[src/rtl/rsa_mul.sv]
// Sequential shift-and-add unsigned multiplier producing the full 2*WIDTH-bit product.
// Each multiplier bit takes one ADD/SHIFT state pair, with a start/done handshake.
module rsa_mul #(
  parameter int WIDTH = 128,
  parameter int CW    = 8
) (
  input  logic               clk,
  input  logic               reset_n,
  input  logic               start,
  input  logic [WIDTH-1:0]   multiplicand,
  input  logic [WIDTH-1:0]   multiplier,
  output logic [2*WIDTH-1:0] product,
  output logic               done,
  output logic               busy,
  output logic [1:0]         state_out,
  output logic [CW-1:0]      count_out
);

  typedef enum logic [1:0] {
    IDLE  = 2'b00,
    ADD   = 2'b01,
    SHIFT = 2'b10,
    DONE  = 2'b11
  } state_t;

  state_t           r_state;
  logic [WIDTH-1:0] r_m;
  logic [WIDTH-1:0] r_hi;
  logic [WIDTH-1:0] r_lo;
  logic             r_carry;
  logic [CW-1:0]    r_count;

  logic [WIDTH:0]   w_sum;
  logic [CW-1:0]    w_cnt_nxt;

  // One extra bit on the adder keeps the carry, so the product never overflows.
  assign w_sum     = {1'b0, r_hi} + {1'b0, r_m};
  assign w_cnt_nxt = r_count + CW'(1);

  always_ff @(posedge clk or negedge reset_n) begin
    if (!reset_n) begin
      r_state <= IDLE;
      r_m     <= '0;
      r_hi    <= '0;
      r_lo    <= '0;
      r_carry <= 1'b0;
      r_count <= '0;
    end else begin
      case (r_state)
        IDLE, DONE: begin
          if (start) begin
            r_m     <= multiplicand;
            r_hi    <= '0;
            r_lo    <= multiplier;
            r_carry <= 1'b0;
            r_count <= '0;
            r_state <= ADD;
          end
        end
        ADD: begin
          if (r_lo[0]) {r_carry, r_hi} <= w_sum;
          else         r_carry         <= 1'b0;
          r_state <= SHIFT;
        end
        SHIFT: begin
          // Carry drops into the top of acc_hi as the whole accumulator shifts right.
          {r_hi, r_lo} <= {r_carry, r_hi, r_lo[WIDTH-1:1]};
          r_carry      <= 1'b0;
          r_count      <= w_cnt_nxt;
          r_state      <= (w_cnt_nxt == CW'(WIDTH)) ? DONE : ADD;
        end
        default: r_state <= IDLE;
      endcase
    end
  end

  assign product   = {r_hi, r_lo};
  assign done      = (r_state == DONE);
  assign busy      = (r_state == ADD) || (r_state == SHIFT);
  assign state_out = r_state;
  assign count_out = r_count;

endmodule

[config.mk]
export PLATFORM = sky130hd
export DESIGN_NAME = rsa_mul
export DESIGN_NICKNAME = d
export VERILOG_FILES = /design/src/rtl/rsa_mul.sv
export SDC_FILE = /design/constraint.sdc
export NUM_CORES = 1
export LEC_CHECK = 0
export CAP_MARGIN = 20
export CELL_PAD_IN_SITES_DETAIL_PLACEMENT = 0
export CELL_PAD_IN_SITES_GLOBAL_PLACEMENT = 1
export CORE_ASPECT_RATIO = 0.6
export CORE_MARGIN = 3
export CORE_UTILIZATION = 40
export DETAILED_ROUTE_END_ITERATION = 10
export PLACE_DENSITY_LB_ADDON = 0.1
export SYNTH_ARGS = -nofsm -noshare
export SYNTH_HDL_FRONTEND = slang
export SYNTH_SLANG_ARGS = --single-unit
[constraint.sdc]
create_clock -name clk -period 9.25 [get_ports clk]
set_input_delay 1.3875 -clock clk [delete_from_list [all_inputs] [get_ports clk]]
set_output_delay 1.3875 -clock clk [all_outputs]
set_load 0.01 [all_outputs]
==> results of run 1 <==
## synthesized netlist by cell type, drive strengths merged, types with 7 or more instances
cell	n	share of area
a211oi	12	0.0041
and2	13	0.0033
and4	7	0.0024
a221oi	9	0.0033
a21o	103	0.030
a21boi	13	0.0042
xnor2	64	0.022
o31ai	20	0.0065
o21ai	362	0.070
a22oi	117	0.034
nor2	147	0.022
o21a	15	0.0044
nor4	7	0.0017
nand2	326	0.047
a21oi	202	0.040
nand3	31	0.0060
or3	13	0.0033
nand2b	8	0.0019
buf	33	0.0082
o21bai	48	0.015
nand4	79	0.019
xor2	50	0.017
clkbuf	158	0.025
nor3	33	0.0066
or2	10	0.0024
a31oi	14	0.0034
mux2i	132	0.051
mux2	128	0.056
inv	56	0.0081
ha	134	0.065
dfrtp	395	0.38
## metrics by stage
step | util | instances | power [µW]
3_3_place_gp | 0.497 | 4013 | 10500
5_1_grt | 0.519 | 4092 | 13400
2_1_floorplan | - | 2826 | 7910
4_1_cts | 0.519 | 4087 | 12400
6_report | 0.519 | 4093 | 12500
3_5_place_dp | 0.497 | 4013 | 10600
## layout make-up
| class | count | area (µm²) |
|---|---|---|
| inverters | 56 | 210 |
| diodes | 6 | 15.0 |
| well taps | 839 | 1050 |
| multi-input cells | 2184 | 14900 |
| clock inverters | 15 | 181 |
| repair buffers | 539 | 5390 |
| fillers | 5925 | 30400 |
| clock buffers | 59 | 1180 |
| flip-flops and latches | 395 | 9880 |
## worst paths after layout
| path | end | cells after the start | slack [ns] |
|---|---|---|---|
| worst min register to register | r_carry$_DFFE_PN0P_ | 1 | 0.50 |
| min in group asynchronous | r_lo[14]$_DFFE_PN0P_ | 1 | 0.77 |
| worst max-delay path | r_hi[123]$_DFFE_PN0P_ | 11 | 4.83 |
| worst min-delay path | r_carry$_DFFE_PN0P_ | 1 | 0.50 |
| worst max register to register | r_hi[123]$_DFFE_PN0P_ | 11 | 4.83 |
| max in group asynchronous | r_lo[94]$_DFFE_PN0P_ | 3 | 6.48 |
## power breakdown
part	internal (µW)	leakage, µW	switching (µW)	total (µW)
combinational	3060	0.00824	4500	7560
sequential	2490	0.00495	656	3150
clock	982	0.000667	764	1750
total	6540	0.0139	5920	12500
## logic make-up after synthesis
logic type	after synthesis
buffers and inverters	247
flip-flops	395
XOR/XNOR	114
AO/OA/AOI/OAI	981
adder cells (fa/ha/maj)	135
multiplexers	260
AND/OR/NAND/NOR	694
## critical path: cells and delay by family (launching register included)
kind            cells  cell delay [ns]
simple gates        1             0.06
mux                 1             0.26
flops               1             0.42
fa+ha+maj           1             0.43
compound gates      8             3.16
## registers in the layout, indices dropped and copies added, names as in the netlist
register,flops
r_carry,1
r_m,128
state_out,2
r_lo,128
r_hi,128
count_out,8
## per-layer routing
layer,track usage,vias up,routed length [µm]
met5,0,-,75
met4,0.0564,10,1730
met3,0.0810,99,8530
met2,0.395,825,39400
met1,0.417,11613,47000
li1,-,11127,-
==> implementation parameters, run 1 <==
Parameter                              Value

Floorplan
  Count of pins on the block boundary    527
  Starting Density    0.408
  Core ar.    0.0633 mm²
  Chip Width    334 µm
  Site Rows    71
  Total Die Area    0.0677 mm²
  Die Height    203 µm

Routing
  Initial DRC Count    1896
  DRC errors left    0
  Overall routed net length    96700 µm
  Post-detailed-route count of antenna-violating nets    0
  Routed vias    23674
  Ratio of routed vias to standard cells    5.78
  Number of iterations in the first detailed-routing pass    6
  Detail-routed net length per standard cell    23.6 µm

Worst setup path
  Reg-to-Reg Start    r_hi[70]$_DFFE_PN0P_
  Start point of the critical path    r_hi[70]$_DFFE_PN0P_
  Critical path, cell by cell    ha_1 -> a21o_1 -> a31oi_1 -> o21ai_0 -> a221oi_1 -> o221ai_1 -> a21oi_2 -> a211oi_2 -> o21ai_0 -> mux2i_1 -> nand2_1
  Critical path type    reg -> reg
  Data arrival time of the worst path    4.92 ns
  Crit end category    register
  Data required time at the worst endpoint    9.75 ns
  Critical Path Source Type    register
  CP most frequent cell    sky130_fd_sc_hd__o21ai_0
  Cell type of the slowest stage on the worst timing path    sky130_fd_sc_hd__a221oi_1
  Max FO, Critical Path    7
  Delay of the slowest cell on the worst path    0.91 ns

Yosys
  Fraction of the mapped netlist area in compound gates    0.242
  Number of enable-type register cells in the synthesized netlist    0
  Commonest register cell after synthesis    sky130_fd_sc_hd__dfrtp_1
  Total number of yosys warnings    0
  Number of register bits inferred by synthesis    395
  Synth Instances    2826
  Summed instance area of the synthesized netlist    0.0258 mm²
  Share of synthesized area occupied by flip-flops and latches    0.383
  Mean post-synth cell area    9.14 µm²
  Multiplexer share of the synthesized area    0.107
  Number of distinct library cells after synthesis    100
  Share of synthesized cell area in full adder, half adder and majority cells    0.0657
  Net count of the mapped netlist    3220
  Synth Area in Simple Gates    0.122
  Synth async-reset ratio    1.00
  Main combinational cell family by area after synthesis    compound AO/OA/AOI/OAI gates
  Xor and xnor fraction of the mapped netlist area    0.0387

CTS
  Clock Root Buffer    sky130_fd_sc_hd__clkbuf_16
  Count of H-tree levels built during CTS    2
  Post-CTS Setup Inserts    0
  CTS tree    built
  Number of gates given a new drive strength after cts    0
  Num Clock Sinks    395
  Number of buffers created by CTS    42
  Buffer depth of the longest clock path    3
  Hold bufs inserted after CTS    0
  CTS clk-pin slew, worst paths    0.07 ns
  Clk_lat worst skew    0.61 ns

Placement
  Placement Setup Slack    5.04 ns
  Post-detailed-placement cell area    0.0314 mm²
  Placer Congestion    0.981
  Number of buffers inserted by port buffering    526
  Half-perimeter wire length after placement    75000 µm

Cells and area
  Area of all placed cells without fillers    0.0328 mm²
  Share of layout cells above drive strength 1    0.0841
  Final net count    3612
  Commonest non-fill, non-tap cell in the layout    sky130_fd_sc_hd__clkdlybuf4s50_1
  Commonest cells after routing, fill and taps aside    525 x sky130_fd_sc_hd__clkdlybuf4s50_1, 395 x sky130_fd_sc_hd__dfrtp_1, 345 x sky130_fd_sc_hd__o21ai_0
  Layout overhead on the synthesized area    27.1%

Global routing
  Global-route wire length before repair    146000 µm
  Pin count of the biggest net entering global routing    265
  Leftover overflow at the end of global routing    0
  Via count of the first global-routing pass    23172
  Number of antenna violations at the first check in global routing    10
  Total Routing Usage GR    0.278

STA
  Worst Slack Setup Final    4.83 ns
  Unrepaired setup endpoints after global routing    false
  Actual transition at the worst max-transition pin    1.13 ns
  Final Critical Period    4.42 ns
  Maximum achievable frequency    0.226 GHz
  Clock skew    0.0282 ns
  Total count of max-transition violations in the final report    0
  Final setup violating endpoints    0
  Sum Neg Setup Slack    0 ns
  Post-Route Hold Slack    0.503 ns
  Count of final hold-check violations    0
  Slew margin rel.    0.247
  Final critical-path share of the clock period    0.478

Hold path
  Min-Delay Path Class    reg -> reg
  Worst hold path startpoint    r_carry$_DFFE_PN0P_

Run status
  Outcome    finished, final reports clean

Job
  Max capacitance violation total    0

Pwr
  Total power per unit cell area    379 mW/mm²
  LEAKAGE    0.0139 µW
  IR drop worst, VDD    313 µV
Power figures use the tool's default switching activity.
==> inputs of run 2 (changes only) <==
--- a/config.mk
+++ b/config.mk
@@ -10,7 +10,7 @@
 export CELL_PAD_IN_SITES_GLOBAL_PLACEMENT = 1
 export CORE_ASPECT_RATIO = 0.6
 export CORE_MARGIN = 3
-export CORE_UTILIZATION = 40
+export CORE_UTILIZATION = 36
 export DETAILED_ROUTE_END_ITERATION = 10
 export PLACE_DENSITY_LB_ADDON = 0.1
 export SYNTH_ARGS = -nofsm -noshare
==> constraint.sdc (replaced) <==
create_clock -name clk -period 4 [get_ports clk]
set_input_delay 0.6 -clock clk [delete_from_list [all_inputs] [get_ports clk]]
set_output_delay 0.6 -clock clk [all_outputs]
set_load 0.01 [all_outputs]
==> implementation parameters, run 2 (same netlist as run 1, synthesis figures left out) <==
Parameter                              Value

Cells and area
  Commonest non-fill, non-tap cell in the layout    sky130_fd_sc_hd__clkdlybuf4s50_1 (unchanged)
  Multi-input combinational cell area    0.0150 mm² (was 0.0149 mm²)
  Final std cells w/o fill    4289 (was 4093)
  Final core utilization    0.480 (was 0.519)
  Layout overhead on the synthesized area    30.9% (was 27.1%)
  Biggest registers after layout    r_hi: 128 flops, r_lo: 128 flops, r_m: 128 flops (unchanged)
  Share of layout cells above drive strength 1    0.108 (was 0.0841)
  Sequential cell area    0.00988 mm² (unchanged)
  Number of fill cells    6734 (was 5925)
  Final net count    3686 (was 3612)
  Commonest cells after routing, fill and taps aside    525 x sky130_fd_sc_hd__clkdlybuf4s50_1, 395 x sky130_fd_sc_hd__dfrtp_1, 344 x sky130_fd_sc_hd__o21ai_0 (was 525 x sky130_fd_sc_hd__clkdlybuf4s50_1, 395 x sky130_fd_sc_hd__dfrtp_1, 345 x sky130_fd_sc_hd__o21ai_0)

CTS
  CTS tree    built (unchanged)
  Clk_lat worst skew    0.61 ns (about the same)
  CTS clk-pin slew, worst paths    0.07 ns (about the same)
  Num Clock Sinks    395 (unchanged)
  Number of buffers created by CTS    43 (was 42)
  Clock Root Buffer    sky130_fd_sc_hd__clkbuf_16 (unchanged)
  Buffer depth of the longest clock path    3 (unchanged)
  Count of H-tree levels built during CTS    2 (unchanged)
  Post-CTS Setup Inserts    0 (unchanged)

Global routing
  Pin count of the biggest net entering global routing    112 (was 265)
  Total Routing Usage GR    0.268 (was 0.278)
  Number of antenna violations at the first check in global routing    8 (was 10)
  Via count of the first global-routing pass    23572 (was 23172)
  Leftover overflow at the end of global routing    0 (unchanged)
  Global-route wire length before repair    153000 µm (was 146000 µm)

Floorplan
  Total Die Area    0.0751 mm² (was 0.0677 mm²)
  Core ar.    0.0705 mm² (was 0.0633 mm²)
  Count of pins on the block boundary    527 (unchanged)
  Chip Width    352 µm (was 334 µm)
  Site Rows    75 (was 71)
  Starting Density    0.366 (was 0.408)
  Die Height    213 µm (was 203 µm)

STA
  Slew margin rel.    0.456 (was 0.247)
  Clock skew    0.0225 ns (was 0.0282 ns)
  Final setup violating endpoints    0 (unchanged)
  Unrepaired setup endpoints after global routing    true (was false)
  Total count of max-transition violations in the final report    0 (unchanged)
  Final Critical Period    3.82 ns (was 4.42 ns)
  Actual transition at the worst max-transition pin    0.813 ns (was 1.13 ns)
  Final critical-path share of the clock period    0.955 (was 0.478)
  Maximum achievable frequency    0.262 GHz (was 0.226 GHz)
  Post-Route Hold Slack    0.500 ns (was 0.503 ns)
  Count of final hold-check violations    0 (unchanged)

Worst setup path
  Critical path type    reg -> reg (unchanged)
  Max FO, Critical Path    8 (was 7)
  Data required time at the worst endpoint    4.52 ns (was 9.75 ns)
  Data arrival time of the worst path    4.34 ns (was 4.92 ns)
  Critical Path Source Type    register (unchanged)
  Crit end category    register (unchanged)

Hold path
  Min-Delay Path Class    reg -> reg (unchanged)

Run status
  Outcome    finished, final reports clean (unchanged)

Routing
  Ratio of routed vias to standard cells    5.57 (was 5.78)
  Routed vias    23873 (was 23674)
  Initial DRC Count    1927 (was 1896)
  Number of iterations in the first detailed-routing pass    5 (was 6)
  DRC errors left    0 (unchanged)
  Detail-routed net length per standard cell    23.9 µm (was 23.6 µm)
  Overall routed net length    103000 µm (was 96700 µm)
  Post-detailed-route count of antenna-violating nets    0 (unchanged)

Placement
  Placed Cells    4207 (was 4013)
  Half-perimeter wire length after placement    80900 µm (was 75000 µm)
  Number of buffers inserted by port buffering    526 (unchanged)
  Placer Congestion    0.985 (was 0.981)

Pwr
  IR drop worst, VDD    499 µV (was 313 µV)
  LEAKAGE    0.0143 µW (was 0.0139 µW)
  Total power per unit cell area    884 mW/mm² (was 379 mW/mm²)

Job
  Max capacitance violation total    0 (unchanged)
[run 2: final timing paths]
check,to,from,cells past startpoint,slack [ns]
hold / removal,r_carry$_DFFE_PN0P_,r_carry$_DFFE_PN0P_,1,0.50
setup reg to reg,r_hi[127]$_DFFE_PN0P_,r_hi[59]$_DFFE_PN0P_,12,0.18
setup / recovery,r_hi[127]$_DFFE_PN0P_,r_hi[59]$_DFFE_PN0P_,12,0.18
max in group asynchronous,r_m[36]$_DFFE_PN0P_,reset_n,3,2.39
min in group asynchronous,r_hi[50]$_DFFE_PN0P_,reset_n,2,0.59
hold reg to reg,r_carry$_DFFE_PN0P_,r_carry$_DFFE_PN0P_,1,0.50
[run 2: what timing repair did]
item,4_1_cts,5_1_grt
endpoints found under the setup margin,0,14
hold buffers,1,0
gates resized for setup,0,12
endpoints found under the hold margin,13,0
[run 2: worst max-delay path: stages (launching register included)]
cell                        delay, ns
sky130_fd_sc_hd__dfrtp_1         0.43
sky130_fd_sc_hd__ha_1            0.46
sky130_fd_sc_hd__nand4_1         0.32
sky130_fd_sc_hd__nor4_1          0.57
sky130_fd_sc_hd__nand4_1         0.28
sky130_fd_sc_hd__o21ai_0         0.23
sky130_fd_sc_hd__a31oi_1         0.06
sky130_fd_sc_hd__o21ai_0         0.14
sky130_fd_sc_hd__a211oi_2        0.18
sky130_fd_sc_hd__a2111oi_2       0.44
sky130_fd_sc_hd__o31ai_1         0.18
sky130_fd_sc_hd__and3b_1         0.22
sky130_fd_sc_hd__o31ai_1         0.23
[run 2: layout make-up]
type	instances	area share
multi-input cells	2184	0.443
flip-flops and latches	395	0.292
repair buffers	612	0.179
clock buffers	57	0.0360
well taps	962	0.0356
clock inverters	19	0.00740
inverters	56	0.00622
diodes	4	0.000296
[run 2: routing by layer]
layer	wire (µm)	part of all wire	vias to the layer above	track usage
met4	1790	0.017	10	0.0516
li1	-	-	11285	-
met3	8960	0.087	102	0.0819
met5	58	0.00057	-	0
met2	40500	0.39	765	0.370
met1	51300	0.50	11711	0.408
[run 2: where the power goes]
part | switching [µW] | internal [µW] | leakage (µW)
logic | 10800 | 7550 | 0.00863
registers | 1540 | 5770 | 0.00495
clock network | 1840 | 2420 | 0.000713
total | 14200 | 15700 | 0.0143
[run 2: metrics by stage]
step	TNS [ns]	instance area, µm²	worst slack (ns)	power, µW
floorplan	0	25800	0.806	18300
global placement	0	32200	0.00791	25300
detailed placement	0	32200	0.0941	25400
CTS	0	33700	0.0640	29800
global route	-0.00442	33800	-0.00442	32100
finish	0	33800	0.181	29900
==> inputs of run 3 (changes only) <==
--- a/config.mk
+++ b/config.mk
@@ -9,9 +9,10 @@
 export CELL_PAD_IN_SITES_DETAIL_PLACEMENT = 0
 export CELL_PAD_IN_SITES_GLOBAL_PLACEMENT = 1
 export CORE_ASPECT_RATIO = 0.6
-export CORE_MARGIN = 3
-export CORE_UTILIZATION = 36
+export CORE_MARGIN = 5
+export CORE_UTILIZATION = 40
 export DETAILED_ROUTE_END_ITERATION = 10
+export DONT_BUFFER_PORTS = 1
 export PLACE_DENSITY_LB_ADDON = 0.1
 export SYNTH_ARGS = -nofsm -noshare
 export SYNTH_HDL_FRONTEND = slang
==> implementation parameters, run 3 (same netlist as run 1, synthesis figures left out) <==
Parameter                              Value

Run status
  Outcome    finished, violations left (was finished, final reports clean)
  Violations in the final reports    hold timing

CTS
  Post-CTS Setup Inserts    0 (unchanged)
  Clk_lat worst skew    0.61 ns (about the same)
  Buffer depth of the longest clock path    3 (unchanged)
  CTS tree    built (unchanged)
  CTS clk-pin slew, worst paths    0.07 ns (about the same)
  Number of buffers created by CTS    42 (was 43)
  Num Clock Sinks    395 (unchanged)
  Count of H-tree levels built during CTS    2 (unchanged)
  Clock Root Buffer    sky130_fd_sc_hd__clkbuf_16 (unchanged)

Floorplan
  Core ar.    0.0641 mm² (was 0.0705 mm²)
  Chip Width    338 µm (was 352 µm)
  Die Height    207 µm (was 213 µm)
  Starting Density    0.403 (was 0.366)
  Total Die Area    0.0699 mm² (was 0.0751 mm²)
  Count of pins on the block boundary    527 (unchanged)
  Site Rows    72 (was 75)

STA
  Post-Route Hold Slack    -0.295 ns (was 0.500 ns)
  Maximum achievable frequency    0.256 GHz (was 0.262 GHz)
  Total count of max-transition violations in the final report    0 (unchanged)
  Count of final hold-check violations    395 (was 0)
  Final critical-path share of the clock period    0.975 (was 0.955)
  Unrepaired setup endpoints after global routing    true (unchanged)
  Final Critical Period    3.90 ns (was 3.82 ns)
  Slew margin rel.    0.294 (was 0.456)
  Final setup violating endpoints    0 (unchanged)
  Actual transition at the worst max-transition pin    1.06 ns (was 0.813 ns)
  Clock skew    0.0303 ns (was 0.0225 ns)

Routing
  Number of iterations in the first detailed-routing pass    8 (was 5)
  Overall routed net length    93200 µm (was 103000 µm)
  DRC errors left    0 (unchanged)
  Ratio of routed vias to standard cells    5.98 (was 5.57)
  Post-detailed-route count of antenna-violating nets    0 (unchanged)
  Detail-routed net length per standard cell    25.4 µm (was 23.9 µm)
  Routed vias    21910 (was 23873)
  Initial DRC Count    1736 (was 1927)

Hold path
  Min-Delay Path Class    in -> async (was reg -> reg)

Global routing
  Pin count of the biggest net entering global routing    396 (was 112)
  Leftover overflow at the end of global routing    0 (unchanged)
  Number of antenna violations at the first check in global routing    5 (was 8)
  Total Routing Usage GR    0.257 (was 0.268)
  Via count of the first global-routing pass    21020 (was 23572)
  Global-route wire length before repair    139000 µm (was 153000 µm)

Worst setup path
  Data arrival time of the worst path    4.39 ns (was 4.34 ns)
  Reg-to-Reg Start    r_hi[83]$_DFFE_PN0P_ (was r_hi[59]$_DFFE_PN0P_)
  Critical Path Source Type    register (unchanged)
  Data required time at the worst endpoint    4.49 ns (was 4.52 ns)
  Start point of the critical path    r_hi[83]$_DFFE_PN0P_ (was r_hi[59]$_DFFE_PN0P_)
  Critical path type    reg -> reg (unchanged)
  Crit end category    register (unchanged)
  Max FO, Critical Path    8 (unchanged)

Pwr
  PnR Total Power    27300 µW (was 29900 µW)
  Share of power burned in the clock network    0.148 (was 0.142)
  IR drop worst, VDD    479 µV (was 499 µV)
  Share of total power in combinational logic    0.557 (was 0.613)
  Psw    13500 µW (was 14200 µW)
  Total power per unit cell area    963 mW/mm² (was 884 mW/mm²)
  Switching fraction of total power    0.494 (was 0.474)
  Sequential group share of total power    0.295 (was 0.245)
  Internal power of the cells    13800 µW (was 15700 µW)
  LEAKAGE    0.0123 µW (was 0.0143 µW)

Cells and area
  Commonest non-fill, non-tap cell in the layout    sky130_fd_sc_hd__dfrtp_1 (was sky130_fd_sc_hd__clkdlybuf4s50_1)
  Commonest cells after routing, fill and taps aside    395 x sky130_fd_sc_hd__dfrtp_1, 344 x sky130_fd_sc_hd__o21ai_0, 322 x sky130_fd_sc_hd__nand2_1 (was 525 x sky130_fd_sc_hd__clkdlybuf4s50_1, 395 x sky130_fd_sc_hd__dfrtp_1, 344 x sky130_fd_sc_hd__o21ai_0)
  Final std cells w/o fill    3662 (was 4289)
  Share of layout cells above drive strength 1    0.132 (was 0.108)
  Number of fill cells    6351 (was 6734)
  Biggest registers after layout    r_hi: 128 flops, r_lo: 128 flops, r_m: 128 flops (unchanged)
  Layout overhead on the synthesized area    9.67% (was 30.9%)
  Sequential cell area    0.00988 mm² (unchanged)
  Multi-input combinational cell area    0.0150 mm² (about the same)
  Final core utilization    0.441 (was 0.480)
  Final net count    3171 (was 3686)

Placement
  Placer Congestion    0.933 (was 0.985)
  Placed Cells    3584 (was 4207)
  Number of buffers inserted by port buffering    0 (was 526)
  Half-perimeter wire length after placement    73300 µm (was 80900 µm)

Job
  Max capacitance violation total    0 (unchanged)
## run 3: changes by cell type in the layout (fill, tap and decap cells not counted), moves of 3 or more
cell	delta
sky130_fd_sc_hd__buf_4	+21
sky130_fd_sc_hd__ha_2	+4
sky130_fd_sc_hd__ha_1	-4
sky130_fd_sc_hd__clkdlybuf4s50_1	-525
sky130_fd_sc_hd__buf_12	-7
sky130_fd_sc_hd__clkinvlp_4	-3
## run 3: per-stage QoR
step                 TNS, ns  setup slack, ns  area (µm²)
global route         -0.0340          -0.0138       28300
CTS                        0           0.0214       28300
detailed placement         0           0.0236       26900
floorplan                  0            0.806       25800
finish                     0            0.101       28300
global placement    -0.00630         -0.00630       26900
## run 3: power groups by stage
stage          combinational, µW  clock [µW]  sequential, µW
2_1_floorplan              11000           0            7270
3_3_place_gp               14800           0            8070
3_5_place_dp               14900           0            8110
4_1_cts                    15000        4150            8060
5_1_grt                    16700        4320            8230
6_report                   15200        4030            8050
## run 3: cell type report
type | instances | share of cell area
repair buffers | 98 | 0.0277
flip-flops and latches | 395 | 0.349
multi-input cells | 2184 | 0.528
inverters | 56 | 0.00742
well taps | 851 | 0.0376
clock inverters | 14 | 0.00601
clock buffers | 60 | 0.0434
diodes | 4 | 0.000353
## run 3: critical path, cell delays in order, from the launching register on
cell                        delay [ns]
sky130_fd_sc_hd__dfrtp_1          0.45
sky130_fd_sc_hd__ha_1             0.48
sky130_fd_sc_hd__nand2_1          0.19
sky130_fd_sc_hd__or3_1            0.46
sky130_fd_sc_hd__or2_2            0.34
sky130_fd_sc_hd__nor3_2           0.25
sky130_fd_sc_hd__buf_4            0.18
sky130_fd_sc_hd__o2111ai_2        0.20
sky130_fd_sc_hd__buf_4            0.24
sky130_fd_sc_hd__a211oi_2         0.34
sky130_fd_sc_hd__o21ai_0          0.25
sky130_fd_sc_hd__buf_4            0.21
sky130_fd_sc_hd__mux2i_1          0.14
sky130_fd_sc_hd__nand2_1          0.07
## run 3: path summary, 6_finish.rpt
check | end | slack [ns] | cells past startpoint
min in group clk | r_m[110]$_DFFE_PN0P_ | 0.14 | 1
setup reg to reg | r_hi[123]$_DFFE_PN0P_ | 0.10 | 13
hold / removal | r_lo[60]$_DFFE_PN0P_ | -0.30 | 0
max in group asynchronous | r_m[60]$_DFFE_PN0P_ | 3.70 | 0
setup / recovery | r_hi[123]$_DFFE_PN0P_ | 0.10 | 13
hold reg to reg | r_hi[127]$_DFFE_PN0P_ | 0.50 | 2
## run 3: layer usage
metal,track usage,part of all wire,vias up
met5,0,0.00013,-
met4,0.0423,0.016,2
met3,0.0601,0.081,82
met2,0.364,0.41,750
met1,0.403,0.50,10828
li1,-,-,10248
## run 3: repair_timing
action                     in CTS  in global routing
pin swaps                       0                  1
gates resized for setup         1                 13
hold endpoints to repair      395                395
setup endpoints to repair       1                 11
